**src/rtl/mips_div_hilo.sv**
```systemverilog
// Purpose : iterative restoring divider with the architectural HI/LO registers (LO=quotient, HI=remainder).
// Latency : result written to HI/LO at the WIDTH+1th edge after the start edge; done pulses the cycle after.
// Backpr. : busy is the stall request; start/mthi/mtlo are ignored while busy, start beats mthi/mtlo in IDLE.
//
// Ports: clk, reset (sync, active-low); start/is_signed/a/b launch div/divu;
//        mthi/mtlo/wdata write HI/LO directly; busy/done/dz status; hi/lo architectural registers.
module mips_div_hilo #(
  parameter int WIDTH = 32
) (
  input  logic             clk,
  input  logic             reset,
  input  logic             start,
  input  logic             is_signed,
  input  logic [WIDTH-1:0] a,
  input  logic [WIDTH-1:0] b,
  input  logic             mthi,
  input  logic             mtlo,
  input  logic [WIDTH-1:0] wdata,
  output logic             busy,
  output logic             done,
  output logic             dz,
  output logic [WIDTH-1:0] hi,
  output logic [WIDTH-1:0] lo
);

  localparam int CW = (WIDTH > 1) ? $clog2(WIDTH) : 1;
  localparam logic [CW-1:0] LAST = CW'(WIDTH - 1);

  typedef enum logic [1:0] {IDLE, RUN, FIN} state_t;

  state_t           state, state_nxt;
  logic [CW-1:0]    cnt;
  logic [WIDTH-1:0] rem, quot, divisor, a_raw;
  logic             sign_q, sign_r;
  logic [WIDTH-1:0] hi_q, lo_q;
  logic             done_q, dz_q;

  // Operand magnitudes; -2^(W-1) maps onto itself, which is the correct unsigned magnitude.
  logic [WIDTH-1:0] a_mag, b_mag;
  assign a_mag = (is_signed && a[WIDTH-1]) ? ({WIDTH{1'b0}} - a) : a;
  assign b_mag = (is_signed && b[WIDTH-1]) ? ({WIDTH{1'b0}} - b) : b;

  // One restoring step: shift the next dividend bit into the remainder, trial-subtract.
  // Since rem < divisor, the W+1 bit difference has its MSB set exactly when it borrows.
  logic [WIDTH:0] trial, diff;
  assign trial = {rem, quot[WIDTH-1]};
  assign diff  = trial - {1'b0, divisor};

  logic [WIDTH-1:0] q_fin, r_fin;
  assign q_fin = sign_q ? ({WIDTH{1'b0}} - quot) : quot;
  assign r_fin = sign_r ? ({WIDTH{1'b0}} - rem)  : rem;

  always_ff @(posedge clk) begin
    if (!reset) state <= IDLE;
    else        state <= state_nxt;
  end

  always_comb begin
    state_nxt = state;
    case (state)
      IDLE:    if (start) state_nxt = RUN;
      RUN:     if (cnt == LAST) state_nxt = FIN;
      FIN:     state_nxt = IDLE;
      default: state_nxt = IDLE;
    endcase
  end

  always_ff @(posedge clk) begin
    if (!reset) begin
      cnt     <= '0;
      rem     <= '0;
      quot    <= '0;
      divisor <= '0;
      a_raw   <= '0;
      sign_q  <= 1'b0;
      sign_r  <= 1'b0;
      hi_q    <= '0;
      lo_q    <= '0;
      done_q  <= 1'b0;
      dz_q    <= 1'b0;
    end else begin
      done_q <= 1'b0;
      case (state)
        IDLE: begin
          if (start) begin
            divisor <= b_mag;
            quot    <= a_mag;
            rem     <= '0;
            cnt     <= '0;
            a_raw   <= a;
            sign_q  <= is_signed & (a[WIDTH-1] ^ b[WIDTH-1]);
            sign_r  <= is_signed & a[WIDTH-1];
            dz_q    <= (b == '0);
          end else begin
            if (mthi) hi_q <= wdata;
            if (mtlo) lo_q <= wdata;
          end
        end
        RUN: begin
          quot <= {quot[WIDTH-2:0], ~diff[WIDTH]};
          rem  <= diff[WIDTH] ? trial[WIDTH-1:0] : diff[WIDTH-1:0];
          cnt  <= (cnt == LAST) ? '0 : cnt + 1'b1;
        end
        FIN: begin
          done_q <= 1'b1;
          // Divide by zero returns the MIPS-style all-ones quotient and the untouched dividend.
          if (dz_q) begin
            lo_q <= '1;
            hi_q <= a_raw;
          end else begin
            lo_q <= q_fin;
            hi_q <= r_fin;
          end
        end
        default: ;
      endcase
    end
  end

  assign busy = (state != IDLE);
  assign done = done_q;
  assign dz   = dz_q;
  assign hi   = hi_q;
  assign lo   = lo_q;

endmodule

```
**config.mk**
```make
export PLATFORM = sky130hd
export DESIGN_NAME = mips_div_hilo
export DESIGN_NICKNAME = d
export VERILOG_FILES = /design/src/rtl/mips_div_hilo.sv
export SDC_FILE = /design/constraint.sdc
export NUM_CORES = 1
export LEC_CHECK = 0
export ABC_AREA = 1
export CAP_MARGIN = 5
export CORE_MARGIN = 1
export CORE_UTILIZATION = 30
export DETAILED_ROUTE_END_ITERATION = 10
export PLACE_DENSITY_LB_ADDON = 0.1
export SETUP_SLACK_MARGIN = 0.05
export SKIP_CTS_REPAIR_TIMING = 1
export SLEW_MARGIN = 10
export SYNTH_ARGS = -nofsm -noshare
export SYNTH_HDL_FRONTEND = slang
export SYNTH_SLANG_ARGS = --single-unit
export TNS_END_PERCENT = 30
```
**constraint.sdc**
```tcl
create_clock -name clk -period 3 [get_ports clk]
set_clock_uncertainty 0.05 [all_clocks]
set_input_delay 0.75 -clock clk [delete_from_list [all_inputs] [get_ports clk]]
set_output_delay 0.75 -clock clk [all_outputs]
set_load 0.02 [all_outputs]
```
==> impl_metrics.yaml <==
synth:
  yosysTopAreaCell: "dfxtp_1"
  synth_warnings: 0
  avgSynthCellArea_um2: 6.163
  ys_seq_area_frac: 0.2731
  synth_nets: 2555
  synth.cell_area_um2: 14880
  yosys.area.top_type_share: 0.2731
  syn_inst: 2414
  synth-seq-cells: 203
  synth.area.top_cells: "dfxtp_1, nand2_1, inv_1"
  yosys.cell_types.count: 54
clock_network:
  clockBufferDepth: 3
  cts.clk_slew.worst_paths_ns: 0.06
  numCtsBuffers: 26
  cts-root-buf: "clkbuf_16"
  cts_sinks: 203
  cts_tree: "done"
  clock_latency_ns: 0.55
  cts-htree-levels: 1
final_layout:
  drive_gt1_frac: 0.07908
  n_antenna_cell: 0
  area_growth_pct: 23.08
  fin_util: 0.3741
  nNetsFinal: 2688
floorplan:
  fp.dieH_um: 224.7
  core_um2: 48950
  start_util: 0.3039
  io_pins: 169
  rows: 81
  dieWidth_um: 224.7
  dieArea_um2: 50490
sta:
  rsz0062_at_grt: "no"
  setup_viol: 0
  slew_headroom: 0.5043
  timing.final.crit_share: 0.8982
  final_hold_viol_count: 0
  max_freq_ghz: 0.3711
  worst_slew_pin_slew_ns: 0.7358
  layout_min_cycle_time_ns: 2.694
  setup_tns_ns: 0
  drv_slew: 0
critical_path:
  crit_type: "reg -> reg"
  startpoint_type: "register"
  critical_path_required_ns: 3.43
  reg2regPathDepth: 17
  arrival_ns: 3.12
  worstPathMaxFanout: 27
  worstPathCellList: "inv_1 -> ha_1 -> fa_1 -> inv_1 -> nand2_1 -> nand2_1 -> nand3_1 -> nand2_2 -> nand2_2 -> nand2_4 -> nand2_4 -> nand2_4 -> nand2_8 -> buf_4 -> nand3_1 -> nand3_2 -> a21oi_2"
  critPathTopFamily: "simple AND/OR/NAND/NOR gates"
  r2r_setup_slack_ns: 0.31
  critPathCaptureType: "register"
  path_depth: 17
  cp_slowest_cell: "dfxtp_1"
  crit_end: "rem[26]"
  startpoint: "quot[31]"
  rr_startpoint: "quot[31]"
  cpMostUsedCell: "nand2_4"
  r2r-end: "rem[26]"
  worst-path-buf-inv: 3
  cp_slowest_stage_delay_ns: 0.43
grt:
  grt_max_degree: 91
  grt_pass1_vias: 15240
  grt_pass1_wl_um: 95440
  overflow: 0
  grt_usage: 0.2468
  antenna_found_initial: 0
worst_hold_path:
  hold_path.class: "reg -> reg"
detailed_routing:
  via_count: 16220
  finalWirelength_um: 63170
  drt_iter0_markers: 1399
  post_drt_via_cell_ratio: 5.021
  routedWlPerCell_um: 19.55
  drc: 0
  dr.pass1.iters: 6
  antenna_left: 0
placement:
  dp_hpwl_um: 49710
  gp_congestion: 0.9347
  port_buffers: 168
pwr:
  powerDensity_nw_per_um2: 566.9
  peakVddDrop_mv: 0.3931
  leakagePower_uw: 0.008554
run_status:
  status: "finished clean"
run:
  drv_cap: 0
==> cell usage in the layout (no fill, tap or decap), types with 7 or more instances in the layout <==
| cell type | count |
|---|---|
| nand2_1 | 560 |
| inv_1 | 340 |
| nor2_1 | 260 |
| dfxtp_1 | 203 |
| a21oi_1 | 183 |
| o21ai_0 | 181 |
| clkdlybuf4s50_1 | 167 |
| nand3_1 | 162 |
| xor2_1 | 45 |
| ha_1 | 38 |
| buf_4 | 32 |
| nor3_1 | 31 |
| a31oi_1 | 30 |
| clkbuf_16 | 27 |
| nand4_1 | 26 |
| nand2_4 | 23 |
| o211ai_1 | 21 |
| a21oi_2 | 21 |
| xnor2_1 | 19 |
| nand3_2 | 19 |
| inv_2 | 18 |
| nand2_2 | 15 |
| a211oi_1 | 13 |
| o22ai_1 | 13 |
| buf_12 | 11 |
| a22oi_1 | 10 |
| o221ai_1 | 9 |
| o21ai_1 | 7 |
| nand3b_1 | 7 |
==> worst min-delay path by stage <==
stage	cells after the start	startpoint	end
final	2	a_raw[20]	a_raw[20]
after global routing	2	a_raw[20]	a_raw[20]
after CTS	2	a_raw[20]	a_raw[20]
after detailed placement	2	a_raw[20]	a_raw[20]
after global placement	2	a_raw[16]	a_raw[16]
after floorplan	2	a_raw[9]	a_raw[9]
==> final cells by class <==
class / count / area (µm²)
Inverter: 364 / 1366
Timing Repair Buffer: 210 / 2132
Clock buffer: 35 / 755.7
Fill cell: 5334 / 30640
Tap cell: 664 / 830.8
Multi-Input combinational cell: 1742 / 8991
Clock inverter: 13 / 172.7
Sequential cell: 203 / 4064
==> kinds of logic after synthesis <==
| group | share of synthesized area |
|---|---|
| buf+inv | 0.1240 |
| simple gates | 0.3361 |
| xor+xnor | 0.03768 |
| flops | 0.2731 |
| compound gates | 0.1958 |
| fa+ha+maj | 0.03330 |
==> metrics by stage <==
step           worst slack [ns]  area (µm²)  power, µW  std cells  hold slack (ns)
5_1_grt                  0.1160       18310      10960       3231           0.4227
3_5_place_dp            0.05288       17380       6968       3183           0.3971
6_report                 0.3055       18310      10380       3231           0.4102
4_1_cts                  0.3185       18310      10420       3231           0.4072
3_3_place_gp            0.02713       17380       6954       3183           0.3910
2_1_floorplan            0.6987       14880       5632       2414           0.3734
==> synth_stat cells (all sizes together) <==
cell,n
a211oi,13
a22oi,10
nor3b,1
a41oi,2
o21a,2
xnor2,19
clkbuf,73
or2,2
a21o,1
xor2,45
nand3b,7
a21oi,205
a221oi,1
o211ai,21
o22ai,13
nor2,270
o21bai,6
and2,4
clkinv,6
ha,38
o31ai,6
nand4,26
dfxtp,203
nand2,600
a31oi,31
inv,358
nand3,182
fa,1
o41ai,2
nor4,1
o221ai,9
nor3,32
or3,1
buf,32
and3,2
o21ai,189
==> worst register-to-register path, delay by kind of cell, from the launching register on <==
family | cells | cell delay [ns]
compound gates | 1 | 0.14
fa+ha+maj | 2 | 0.65
buf+inv | 3 | 0.45
flops | 1 | 0.43
simple gates | 11 | 0.90
==> per-layer routing <==
layer | up-vias | GRT usage | share of wire
met1 | 7614 | 0.3732 | 0.51
li1 | 8082 | - | -
met3 | 58 | 0.02952 | 0.054
met4 | 0 | 0.04674 | 0.017
met5 | - | 0 | 0
met2 | 469 | 0.3722 | 0.42
==> state kept, by name, indices dropped and copies added (netlist names) <==
signal and cells:
rem 32, quot 32, dz 1, cnt 5
hi 32, a_raw 32, state 2, lo 32
divisor 32, done 1, sign_r 1, sign_q 1
==> power breakdown <==
part / switching, µW / total, µW / internal [µW]
Combinational: 2520 / 3800 / 1280
Sequential: 234 / 3150 / 2920
Clock: 1330 / 3430 / 2110
Total: 4080 / 10400 / 6300
Power figures use the tool's default switching activity.
